**src/rtl/cv32e41s_pmp_imp_arbiter.sv**
```systemverilog
// Shares one implicit-access memory port between the IF and LSU MPUs, one transaction at a time.
// Optional response watchdog and drain state are built when CV32E41S_PMP_IMP_TIMEOUT_EN is defined.
//
// state | meaning
// IDLE  | no transaction outstanding, arbitrate on any request
// REQ   | mem_req_o high with addr_q, waiting for mem_gnt_i
// WAIT  | granted, waiting for mem_rvalid_i to route to the owner
// DRAIN | watchdog answered the owner; swallow the late memory response
module cv32e41s_pmp_imp_arbiter #(
  parameter int unsigned ARB_ROUND_ROBIN = 1,
  parameter int unsigned TIMEOUT_CYCLES  = 255
) (
  input  logic        clk,
  input  logic        rst,

  input  logic        if_req_i,
  input  logic [31:0] if_addr_i,
  output logic        if_rvalid_o,

  input  logic        lsu_req_i,
  input  logic [31:0] lsu_addr_i,
  output logic        lsu_rvalid_o,

  output logic [31:0] rdata_b0_o,
  output logic [31:0] rdata_b1_o,
  output logic        err_o,

  output logic        mem_req_o,
  output logic [31:0] mem_addr_o,
  input  logic        mem_gnt_i,
  input  logic        mem_rvalid_i,
  input  logic [31:0] mem_rdata_b0_i,
  input  logic [31:0] mem_rdata_b1_i
);

  localparam logic [1:0] S_IDLE = 2'd0;
  localparam logic [1:0] S_REQ  = 2'd1;
  localparam logic [1:0] S_WAIT = 2'd2;
`ifdef CV32E41S_PMP_IMP_TIMEOUT_EN
  localparam logic [1:0]  S_DRAIN  = 2'd3;
  localparam logic [15:0] TMO_LOAD = 16'(TIMEOUT_CYCLES);
`endif

  localparam logic OWN_IF  = 1'b0;
  localparam logic OWN_LSU = 1'b1;

  logic [1:0]  state_q, state_d;
  logic        owner_q, owner_d;
  logic        last_q, last_d;
  logic [31:0] addr_q, addr_d;
  logic        mem_req_q, mem_req_d;
  logic        winner;
  logic        rsp_ok;
  logic        tmo_fire;
  logic        rsp_vld;

  // On a tie, round-robin hands the port to whoever was not served last.
  always_comb begin
    winner = OWN_IF;
    if (if_req_i && lsu_req_i) begin
      winner = (ARB_ROUND_ROBIN != 0) ? ~last_q : OWN_LSU;
    end else if (lsu_req_i) begin
      winner = OWN_LSU;
    end
  end

  assign rsp_ok = (state_q == S_WAIT) && mem_rvalid_i;

`ifdef CV32E41S_PMP_IMP_TIMEOUT_EN
  logic [15:0] tmo_cnt_q;

  // Down-counter loaded while idle, so it starts full on the first REQ cycle.
  always_ff @(posedge clk) begin
    if (rst) begin
      tmo_cnt_q <= TMO_LOAD;
    end else if (state_q == S_IDLE) begin
      tmo_cnt_q <= TMO_LOAD;
    end else if (((state_q == S_REQ) || (state_q == S_WAIT)) && (tmo_cnt_q != 16'd0)) begin
      tmo_cnt_q <= tmo_cnt_q - 16'd1;
    end
  end

  // A response landing in the terminal cycle beats the watchdog.
  assign tmo_fire = ((state_q == S_REQ) || ((state_q == S_WAIT) && !mem_rvalid_i)) &&
                    (tmo_cnt_q == 16'd0);
  assign err_o    = tmo_fire && !rst;
`else
  logic unused_tmo_cfg;
  assign unused_tmo_cfg = |TIMEOUT_CYCLES;
  assign tmo_fire       = 1'b0;
  assign err_o          = 1'b0;
`endif

  always_comb begin
    state_d   = state_q;
    owner_d   = owner_q;
    last_d    = last_q;
    addr_d    = addr_q;
    mem_req_d = mem_req_q;
    case (state_q)
      S_IDLE: begin
        if (if_req_i || lsu_req_i) begin
          owner_d   = winner;
          addr_d    = (winner == OWN_LSU) ? lsu_addr_i : if_addr_i;
          mem_req_d = 1'b1;
          state_d   = S_REQ;
        end
      end
      S_REQ: begin
        if (mem_gnt_i) begin
          mem_req_d = 1'b0;
          state_d   = S_WAIT;
        end
      end
      S_WAIT: begin
        if (mem_rvalid_i) begin
          last_d  = owner_q;
          state_d = S_IDLE;
        end
      end
`ifdef CV32E41S_PMP_IMP_TIMEOUT_EN
      S_DRAIN: begin
        if (mem_req_q) begin
          if (mem_gnt_i) begin
            mem_req_d = 1'b0;
          end
        end else if (mem_rvalid_i) begin
          state_d = S_IDLE;
        end
      end
`endif
      default: state_d = S_IDLE;
    endcase
`ifdef CV32E41S_PMP_IMP_TIMEOUT_EN
    if (tmo_fire) begin
      last_d  = owner_q;
      state_d = S_DRAIN;
    end
`endif
  end

  always_ff @(posedge clk) begin
    if (rst) begin
      state_q   <= S_IDLE;
      owner_q   <= OWN_IF;
      last_q    <= OWN_LSU;
      addr_q    <= '0;
      mem_req_q <= 1'b0;
    end else begin
      state_q   <= state_d;
      owner_q   <= owner_d;
      last_q    <= last_d;
      addr_q    <= addr_d;
      mem_req_q <= mem_req_d;
    end
  end

  // Reset masks the outputs in the very cycle it is asserted, so an abandoned
  // transaction can never leak a response.
  assign rsp_vld      = (rsp_ok || tmo_fire) && !rst;
  assign if_rvalid_o  = rsp_vld && (owner_q == OWN_IF);
  assign lsu_rvalid_o = rsp_vld && (owner_q == OWN_LSU);
  assign rdata_b0_o   = (rsp_ok && !rst) ? mem_rdata_b0_i : 32'd0;
  assign rdata_b1_o   = (rsp_ok && !rst) ? mem_rdata_b1_i : 32'd0;
  assign mem_req_o    = mem_req_q && !rst;
  assign mem_addr_o   = mem_req_o ? addr_q : 32'd0;

endmodule

```
**config.mk**
```make
export PLATFORM = sky130hd
export DESIGN_NAME = cv32e41s_pmp_imp_arbiter
export DESIGN_NICKNAME = d
export VERILOG_FILES = /design/src/rtl/cv32e41s_pmp_imp_arbiter.sv
export SDC_FILE = /design/constraint.sdc
export NUM_CORES = 1
export LEC_CHECK = 0
export CAP_MARGIN = 5
export CORE_ASPECT_RATIO = 1.75
export CORE_MARGIN = 5
export CORE_UTILIZATION = 34
export DETAILED_ROUTE_END_ITERATION = 6
export GPL_ROUTABILITY_DRIVEN = 0
export PLACE_DENSITY = 0.88
export SYNTH_ARGS = -nofsm -noshare
export SYNTH_HDL_FRONTEND = slang
export SYNTH_SLANG_ARGS = --single-unit
```
**constraint.sdc**
```tcl
create_clock -name clk -period 2.59 [get_ports clk]
set_input_delay 0.518 -clock clk [delete_from_list [all_inputs] [get_ports clk]]
set_output_delay 0.518 -clock clk [all_outputs]
set_load 0.02 [all_outputs]
```
==> qor.yml <==
detail_route.drc_violations: 0
maxCapViolations: 0
drive_gt1_share_pct: 11.7
num_antenna_cells: 0
grt_first_pass_wirelength_um: 17700
worstHoldPathCells: 2
grt.total_usage_pct: 25.8
post-layout-total-power_w: 0.00188
drtIter0Drc: 204
postSynthCellCount: 317
power_leakage_nw: 2.18
crit_type: "in2out"
fp.dieH_um: 124
launch_instance_of_the_worst_register_to_register_path: "state_q[0]$_SDFFE_PP0P_"
slowest_delay_ns: 0.47
global_route.usage.met3_pct: 8.16
groute.layer.met2.usage_pct: 43.6
io_pins: 234
firstDrtPassIters: 4
clock_sinks: 37
ff_to_ff_path_depth: 3
max-vdd-ir-drop_v: 0.000357
slew_violations: 0
placementRows: 41
critical_path.top_delay_family: "buffers and inverters"
terminating_pin_of_the_worst_hold_path: "mem_req_q$_SDFFE_PP0P_"
total_area_of_multi_input_combinational_cells_um2: 1630
detail_route.wl_per_cell_um: 20.2
power.density_nw_per_um2: 378
floorplan.die.width_um: 75.2
end_kind: "output pin"
worstPathArrival_ns: 1.99
total_of_fill_cells_in_the_finished_design: 630
timing.rr.end: "addr_q[15]$_SDFFE_PP0P_"
cp_slowest_cell: "sky130_fd_sc_hd__clkdlybuf4s50_1"
synth_warnings: 0
number_of_cts_inserted_buffers: 5
finalWorstPathRequiredPeriod_ns: 2.50
gr-total-overflow: 0
required_ns: 2.07
seq_area_um2: 741
hold_violations: 0
cts-hold-fix-buffers: 0
postCtsSetupBuffers: 0
hold_start: "mem_req_q$_SDFFE_PP0P_"
dpl_cell_area_um2: 4900
critical_path.startpoint_type: "primary input"
worst_r2r_setup_slack_ns: 0.80
sequential_to_total_area_share_from_yosys_stat_pct: 29.3
synthesis.nets: 451
hpwlAfterDp_um: 10100
synth_largest_type_area_fraction_pct: 29.3
timing.critical_path.cells: "clkdlybuf4s50_1, nand3b_1, nor2_4, buf_4, and2_1, dlygate4sd2_1"
min_path_type: "reg2reg"
floorplan.initialDensity_pct: 34.9
outcome: "finished clean"
timing.critical_path.depth: 6
worst_slew_pin_slew_ns: 0.540
max-clock-path-buffers: 2
rsz_0062_raised_after_global_routing: "false"
fin_crit_sh_pct: 96.7
syn_to_final_growth_pct: 97.0
clock_tree.root_cell: "sky130_fd_sc_hd__clkbuf_16"
nNetsFinal: 672
grt_start_max_net_pins: 34
vias_per_cell: 5.10
number_of_vias_after_detailed_routing: 3190
cts.htree.levels: 2
ys_types: 25
cts.clk_slew.worst_paths_ns: 0.05
clk_latency_ns: 0.27
yosys.area.top_type: "sky130_fd_sc_hd__dfxtp_1"
cts_tree: "done"
dieArea_um2: 9320
postSynthRegisterBits: 37
clock.fmax_ghz: 0.399
grt_pass1_vias: 3288
max_slew_margin_pct: 63.9
port_buffers: 232
synth.avg_cell_area_um2: 7.97
grt.busiest_layer: "met2"
largest_cells_by_area_after_synthesis: "sky130_fd_sc_hd__dfxtp_1, sky130_fd_sc_hd__and2_1, sky130_fd_sc_hd__a311oi_2"
final_area_um2: 4980
setup-violations-final: 0
use_met1_pct: 31.6
synth.cell_area_um2: 2530
detail-route-antenna-nets: 0
core_area_um2: 7230
antenna_found_initial: 0
totalWireLength_um: 12600
cp_num_buf_inv: 3
worstPathMaxFanout: 16
finalClockSkew_ns: 0.00229
[worst max path at each step]
stage | start | endpoint | slack [ns]
after floorplan | rst | mem_addr_o[19] | 0.69
after global placement | mem_rvalid_i | rdata_b0_o[7] | -0.17
after detailed placement | mem_rvalid_i | rdata_b0_o[5] | -0.26
after CTS | mem_rvalid_i | if_rvalid_o | 0.006
after global routing | mem_rvalid_i | rdata_b1_o[23] | 0.006
final | mem_rvalid_i | rdata_b0_o[19] | 0.09
[cells in the final DEF (no fill, tap or decap), types with 2 or more instances in the layout]
master	netlist	routed
sky130_fd_sc_hd__a21oi_1	36	36
sky130_fd_sc_hd__a311oi_1	2	2
sky130_fd_sc_hd__a311oi_2	30	30
sky130_fd_sc_hd__and2_1	96	96
sky130_fd_sc_hd__buf_4	1	14
sky130_fd_sc_hd__clkbuf_1	21	3
sky130_fd_sc_hd__clkbuf_16	0	5
sky130_fd_sc_hd__clkbuf_2	0	3
sky130_fd_sc_hd__clkdlybuf4s15_1	0	11
sky130_fd_sc_hd__clkdlybuf4s50_1	0	165
sky130_fd_sc_hd__dfxtp_1	37	37
sky130_fd_sc_hd__dlygate4sd2_1	0	47
sky130_fd_sc_hd__dlymetal6s2s_1	0	2
sky130_fd_sc_hd__nand2_1	67	67
sky130_fd_sc_hd__nand3b_1	2	2
sky130_fd_sc_hd__nor3_1	2	2
sky130_fd_sc_hd__or3b_2	2	2
[repair_timing]
| item | in CTS | in global routing |
|---|---|---|
| hold endpoints to repair | 0 | 0 |
| gates resized for setup | 62 | 21 |
| setup endpoints to repair | 61 | 36 |
| gates cloned | 0 | 0 |
[sequential cells by signal, indices dropped and copies added, names as in the netlist]
register / flops
addr_q: 32
state_q: 2
last_q: 1
mem_req_q: 1
owner_q: 1
[layout make-up]
type / count / area share (%)
inverter: 1 / 0.0754
timing repair buffer: 245 / 47.4
tap: 86 / 2.16
clock buffer: 8 / 2.74
sequential: 37 / 14.9
multi-input combinational: 248 / 32.7
[synth_stat cells, drive strengths merged]
library cell / instances
or2: 1
a21o: 1
a21oi: 36
conb: 1
dfxtp: 37
nand3b: 2
nand2: 67
nor3: 2
inv: 1
nor2: 3
clkbuf: 21
and2: 97
a311oi: 32
nor2b: 1
buf: 10
a211o: 1
a21bo: 1
a21boi: 1
or3b: 2
[cells by family after synthesis]
family          count (synthesis)  share of synthesized area, %
compound gates                 72                          27.1
buf+inv                        32                          6.49
flops                          37                          29.3
simple gates                  175                          36.9
other cells                     1                         0.148
[through the flow]
stage | hold WS, ns | utilization (%) | setup WS (ns) | cells | setup TNS, ns
after floorplan | 0.432 | - | 0.693 | 317 | 0
after global placement | 0.443 | 67.7 | -0.171 | 617 | -7.92
after detailed placement | 0.474 | 67.7 | -0.258 | 617 | -9.91
after CTS | 0.484 | 68.6 | 0.00650 | 625 | 0
after global routing | 0.512 | 68.8 | 0.00623 | 625 | 0
final | 0.487 | 68.8 | 0.0860 | 625 | 0
[routing by layer]
layer	routed length (um)	up-vias
met5	0	-
met4	254	0
met3	1630	17
met2	5950	200
met1	4760	1469
li1	-	1504
[report_power, final]
group	internal, W	leakage, nW	total (W)	switching, W
combinational	0.000341	1.80	0.000631	0.000290
sequential	0.000636	0.307	0.000668	0.0000320
clock	0.000358	0.0652	0.000579	0.000221
total	0.00134	2.18	0.00188	0.000543
[worst min-delay path, cell delays in order (launching register included)]
cell                      delay (ns)
sky130_fd_sc_hd__dfxtp_1        0.31
sky130_fd_sc_hd__nand2_1        0.06
sky130_fd_sc_hd__a21oi_1        0.06
Power figures use the tool's default switching activity.
